--- src/rtl/l1_mmu_arbiter.sv ---
// l1_mmu_arbiter: shares the single MMU request port between the L1 I-cache
// and the L1 D-cache. One requester is granted at a time, its request is
// forwarded unchanged, and mmu_done is steered back only to the granted cache.
// A one-cycle RELEASE state after every completion guarantees the MMU sees
// its request deassert between transactions. A sticky watchdog flags grants
// that wait too long for mmu_done without aborting them.
module l1_mmu_arbiter #(
    parameter int RR_ENABLE = 1,
    parameter int TIMEOUT   = 4096,
    parameter int TO_W      = 16
) (
    input  logic         sys_clk,
    input  logic         rst,
    input  logic         ic_req_read,
    input  logic [31:0]  ic_req_addr,
    output logic         ic_done,
    output logic [255:0] ic_read_data,
    input  logic         dc_req_read,
    input  logic         dc_req_write,
    input  logic [31:0]  dc_req_addr,
    input  logic [255:0] dc_write_data,
    output logic         dc_done,
    output logic [255:0] dc_read_data,
    output logic         mmu_req_read,
    output logic         mmu_req_write,
    output logic [31:0]  mmu_req_addr,
    output logic [255:0] mmu_write_data,
    input  logic         mmu_done,
    input  logic [255:0] mmu_read_data,
    output logic         grant_d,
    output logic         err_timeout
);

    typedef enum logic [1:0] {
        ST_IDLE    = 2'd0,
        ST_GRANT_I = 2'd1,
        ST_GRANT_D = 2'd2,
        ST_RELEASE = 2'd3
    } state_t;

    // Encoding of the most recently granted requester.
    localparam logic SEL_I = 1'b0;
    localparam logic SEL_D = 1'b1;

    localparam logic [TO_W-1:0] TIMEOUT_C = TO_W'(TIMEOUT);
    localparam logic [TO_W-1:0] CNT_ONE   = TO_W'(1);
    localparam logic            WD_EN     = (TIMEOUT != 0);
    localparam logic            RR_ON     = (RR_ENABLE != 0);

    state_t          state_q, state_d;
    logic            last_q, last_d;
    logic [TO_W-1:0] cnt_q, cnt_d;
    logic            err_q, err_d;

    logic ireq_s;
    logic dreq_s;
    logic in_grant_s;

    assign ireq_s     = ic_req_read;
    assign dreq_s     = dc_req_read | dc_req_write;
    assign in_grant_s = (state_q == ST_GRANT_I) || (state_q == ST_GRANT_D);

    // Next-state, arbitration and watchdog computation.
    always_comb begin
        state_d = state_q;
        last_d  = last_q;
        cnt_d   = cnt_q;
        err_d   = err_q;
        case (state_q)
            ST_IDLE: begin
                if (ireq_s && dreq_s) begin
                    // On a tie, round-robin serves whoever was not served last;
                    // fixed priority always favours the D-cache.
                    if (RR_ON && (last_q == SEL_D)) begin
                        state_d = ST_GRANT_I;
                        last_d  = SEL_I;
                    end else begin
                        state_d = ST_GRANT_D;
                        last_d  = SEL_D;
                    end
                    cnt_d = '0;
                end else if (ireq_s) begin
                    state_d = ST_GRANT_I;
                    last_d  = SEL_I;
                    cnt_d   = '0;
                end else if (dreq_s) begin
                    state_d = ST_GRANT_D;
                    last_d  = SEL_D;
                    cnt_d   = '0;
                end else begin
                    state_d = ST_IDLE;
                end
            end
            ST_GRANT_I, ST_GRANT_D: begin
                if (mmu_done) begin
                    state_d = ST_RELEASE;
                end else if (WD_EN && (cnt_q != TIMEOUT_C)) begin
                    cnt_d = cnt_q + CNT_ONE;
                end else begin
                    cnt_d = cnt_q;
                end
            end
            ST_RELEASE: begin
                state_d = ST_IDLE;
            end
            default: begin
                state_d = ST_IDLE;
            end
        endcase
        // The flag is sticky: only reset clears it.
        if (WD_EN && in_grant_s && (cnt_d == TIMEOUT_C)) begin
            err_d = 1'b1;
        end else begin
            err_d = err_q;
        end
    end

    // Forward the granted requester to the MMU and steer mmu_done back to it.
    always_comb begin
        mmu_req_read   = 1'b0;
        mmu_req_write  = 1'b0;
        mmu_req_addr   = 32'h0000_0000;
        mmu_write_data = 256'd0;
        ic_done        = 1'b0;
        dc_done        = 1'b0;
        if (!rst) begin
            case (state_q)
                ST_GRANT_I: begin
                    mmu_req_read = ic_req_read;
                    mmu_req_addr = ic_req_addr;
                    ic_done      = mmu_done;
                end
                ST_GRANT_D: begin
                    mmu_req_read   = dc_req_read;
                    mmu_req_write  = dc_req_write;
                    mmu_req_addr   = dc_req_addr;
                    mmu_write_data = dc_write_data;
                    dc_done        = mmu_done;
                end
                default: begin
                    mmu_req_read = 1'b0;
                    ic_done      = 1'b0;
                    dc_done      = 1'b0;
                end
            endcase
        end else begin
            mmu_req_read  = 1'b0;
            mmu_req_write = 1'b0;
            ic_done       = 1'b0;
            dc_done       = 1'b0;
        end
    end

    // State, last-granted, watchdog counter and error flag registers.
    always_ff @(posedge sys_clk or posedge rst) begin
        if (rst) begin
            state_q <= ST_IDLE;
            last_q  <= SEL_I;
            cnt_q   <= '0;
            err_q   <= 1'b0;
        end else begin
            state_q <= state_d;
            last_q  <= last_d;
            cnt_q   <= cnt_d;
            err_q   <= err_d;
        end
    end

    assign grant_d      = (state_q == ST_GRANT_D);
    assign err_timeout  = err_q;
    assign ic_read_data = mmu_read_data;
    assign dc_read_data = mmu_read_data;

endmodule

--- config.mk ---
export PLATFORM = sky130hd
export DESIGN_NAME = l1_mmu_arbiter
export DESIGN_NICKNAME = d
export VERILOG_FILES = /design/src/rtl/l1_mmu_arbiter.sv
export SDC_FILE = /design/constraint.sdc
export NUM_CORES = 1
export LEC_CHECK = 0
export BUFFER_PORTS_ARGS = -buffer_cell sky130_fd_sc_hd__buf_2
export CAP_MARGIN = 20
export CORE_AREA = 2 2 547 549
export DETAILED_ROUTE_END_ITERATION = 8
export DIE_AREA = 0 0 549 551
export GPL_TIMING_DRIVEN = 0
export PLACE_DENSITY = 0.3
export SLEW_MARGIN = 40
export SYNTH_ARGS = -nofsm -noshare
export SYNTH_HDL_FRONTEND = slang
export SYNTH_SLANG_ARGS = --single-unit
export TNS_END_PERCENT = 1
--- constraint.sdc ---
create_clock -name sys_clk -period 3.3 [get_ports sys_clk]
set_clock_uncertainty 0.15 [all_clocks]
set_input_delay 0.33 -clock sys_clk [delete_from_list [all_inputs] [get_ports sys_clk]]
set_output_delay 0.33 -clock sys_clk [all_outputs]
set_load 0.05 [all_outputs]
==> impl_metrics.yaml <==
clocking:
  clockBufferDepth: 2
  htreeDepth: 1
  clk_latency_ns: 0.27
  cts_tree: "built"
  clk_pin_slew_ns: 0.07
  cts_buffers: 3
  cts.sinks: 20
  clockRootBuffer: "clkbuf_16"
floorplan:
  rows: 200
  io-pin-count: 1388
  fp.dieW_microns: 549
  start_util_pct: 2.53
  die_height_microns: 551
  die-area_sq_um: 302000
  core-area_sq_um: 296000
sta:
  drv_slew: 0
  rsz0062_at_grt: "true"
  setup-violations-final: 0
  slew_headroom_pct: 56.4
  finalCriticalPeriod_ns: 3.24
  tightestPinTransition_ns: 0.653
  hold_viol_final: 0
  max_freq_ghz: 0.308
  period_share_pct: 98.3
yosys:
  ys.flop_type: "dfrtp_1"
  synthArstFlopShare_pct: 100
  syn-cell-area_sq_um: 7490
  syn-num-nets: 1629
  yosys_warnings: 0
  avgSynthCellArea_sq_um: 7.21
  ys_seq_elements: 20
  syn_inst: 1040
  synth-edff-count: 0
  synth-seq-area-share_pct: 6.68
  synth_cell_types: 56
global_routing:
  grt_first_pass_wirelength_mm: 212
  grt_pass1_vias: 11456
  grt-ovfl-total: 0
  grtUsageTotal_pct: 11.9
  grt_max_degree: 24
  antenna_found_initial: 157
drt:
  wl_met2_mm: 92.8
  drt_iter0_drc: 625
  drtPass1Iterations: 5
  wirelength_mm: 191
  m1WireLength_mm: 77.4
  antenna_left: 0
  drc_errors: 0
  wl_met3_mm: 15.7
  vias_per_cell: 1.98
  top_layer_used: "met5"
  wl_per_cell_microns: 31.0
  num_vias: 12184
power_and_ir_drop:
  p_leak_nw: 9.42
  power.density_nw_per_um2: 495
  ir_worst_vdd_uv: 190
  power_mw: 9.75
setup_path:
  cp_slowest_stage_delay_ns: 0.44
  arrival_ns: 2.76
  crit_top_cell: "clkbuf_16"
  crit_family: "buffers and inverters"
  crit_required_ns: 2.82
  setup.worst_path.start_class: "register"
  endpoint_kind: "output pin"
  crit_path_cell_trace: "inv_2, ha_4, clkbuf_16, buf_16, nor2b_4, clkbuf_16, clkbuf_16, buf_16, clkbuf_8, and2_4, buf_8"
  crit_path_top_delay_cell: "dfrtp_2"
  critPathBufInv: 8
  critical_path_class: "reg -> out"
  critPathMaxFanout: 7
min_path:
  hp-class: "in -> async"
placement:
  dp_hpwl_mm: 183
  portBuffers: 1131
  routabilityCongestion: 0.951
finish:
  fin_util_pct: 6.65
  area_delta_synth_final_pct: 163
  drive_above_1_share_pct: 82.9
  num-nets-final: 2774
run_status:
  status: "finished, final reports clean"
job:
  maxCapViolations: 0
==> Yosys cell counts, types with 2 or more instances <==
library cell	n	area, sq um
buf_2	2	10.0
a21o_1	3	22.5
and2_1	257	1610
ha_1	7	87.6
and4_1	2	17.5
nand3_1	4	20.0
nand4_1	5	31.3
nor4_1	4	25.0
or2_1	2	12.5
nand2_1	16	60.1
o211ai_1	2	15.0
nor2b_1	2	12.5
dfrtp_1	20	500
or4_1	2	15.0
clkbuf_1	41	154
a31oi_1	8	50.1
nor2_1	42	158
nand4b_1	2	17.5
a21oi_1	8	40.0
buf_4	513	3850
inv_1	11	41.3
a22oi_1	33	248
and4b_1	2	20.0
a211oi_1	2	15.0
and3_1	2	12.5
o21ai_0	8	40.0
o31ai_1	6	45.0
mux2i_1	3	30.0
nand2b_1	4	25.0
==> stage by stage <==
step	hold WS [ns]	setup slack [ns]	std cells	setup TNS [ns]	instance area, sq um
finish	0.0342	0.0558	6161	0	19700
global route	0.0931	-0.0495	6136	-0.688	19600
CTS	0.0772	-0.0564	6122	-0.905	19500
detailed placement	0.328	-1.02	6113	-140.63	18200
global placement	0.314	-4.82	6110	-893.43	18100
floorplan	0.163	0.382	1040	0	7490
==> placed cells by master, fill, tap and decap left out, drive strengths merged, types with 4 or more instances in the layout <==
| cell type | n |
|---|---|
| o21ai | 8 |
| nand2b | 4 |
| nor4 | 5 |
| inv | 11 |
| nor2 | 43 |
| a31oi | 8 |
| ha | 7 |
| nand2 | 16 |
| a22oi | 33 |
| nand3 | 4 |
| clkbuf | 57 |
| a21oi | 8 |
| nand4 | 6 |
| dfrtp | 20 |
| and2 | 257 |
| diode | 39 |
| buf | 1645 |
| o31ai | 6 |
==> flip-flops by register name, indices dropped and copies added, names as in the netlist <==
| signal | count |
|---|---|
| cnt_q | 16 |
| state_q | 2 |
| err_timeout | 1 |
| last_q | 1 |
==> kinds of logic (layout without fill, tap and decap cells) <==
family | Yosys count | after routing | share of synthesized area (%)
adder cells (fa/ha/maj) | 7 | 7 | 1.17
AO/OA/AOI/OAI | 82 | 82 | 7.96
other | 0 | 39 | 0
multiplexers | 3 | 3 | 0.401
AND/OR/NAND/NOR | 358 | 358 | 29.3
buffers and inverters | 570 | 1713 | 54.5
flip-flops | 20 | 20 | 6.68
==> cell type report <==
cell class	instances	area [sq um]
sequential	20	502
buffer	558	4270
timing repair buffer	1141	6660
inverter	11	41.3
antenna	39	97.6
fill	35239	277000
tap	3939	4930
multi-input combinational	450	3110
clock buffer	3	75.1
==> worst reg2reg max path: cells and delay by family, from the launching register on <==
family / cells / cell delay, ns
AO/OA/AOI/OAI: 4 / 0.95
buffers and inverters: 3 / 0.73
flip-flops: 1 / 0.44
AND/OR/NAND/NOR: 2 / 0.34
adder cells (fa/ha/maj): 1 / 0.31
==> routing by layer <==
| metal | track usage, % | up-vias |
|---|---|---|
| met2 | 21.1 | 1209 |
| li1 | - | 5123 |
| met4 | 1.94 | 28 |
| met5 | 0 | - |
| met3 | 3.68 | 230 |
| met1 | 14.2 | 5594 |
==> where the power goes <==
| part | switching (mW) | internal, mW |
|---|---|---|
| Combinational | 6.68 | 2.45 |
| Sequential | 0.0629 | 0.281 |
| Clock | 0.120 | 0.161 |
==> final timing paths <==
path                             startpoint                  end  slack (ns)  cells after the start
max in group asynchronous               rst           state_q[0]        2.49                      2
min in group sys_clk            ic_req_read               last_q        0.21                      2
worst max register to register   state_q[1]          err_timeout        0.26                     10
worst max-delay path             state_q[0]  mmu_write_data[220]        0.06                     11
worst min register to register  err_timeout          err_timeout        0.34                      2
worst min-delay path                    rst            cnt_q[11]        0.03                      2
==> what timing repair did <==
item / 4_1_cts / 5_1_grt
endpoints found under the setup margin: 286 / 131
gates cloned: 4 / 0
pin swaps: 7 / 5
resized for setup: 419 / 40
setup buffers: 3 / 0
hold buffers: 0 / 0
Power figures use the tool's default switching activity.
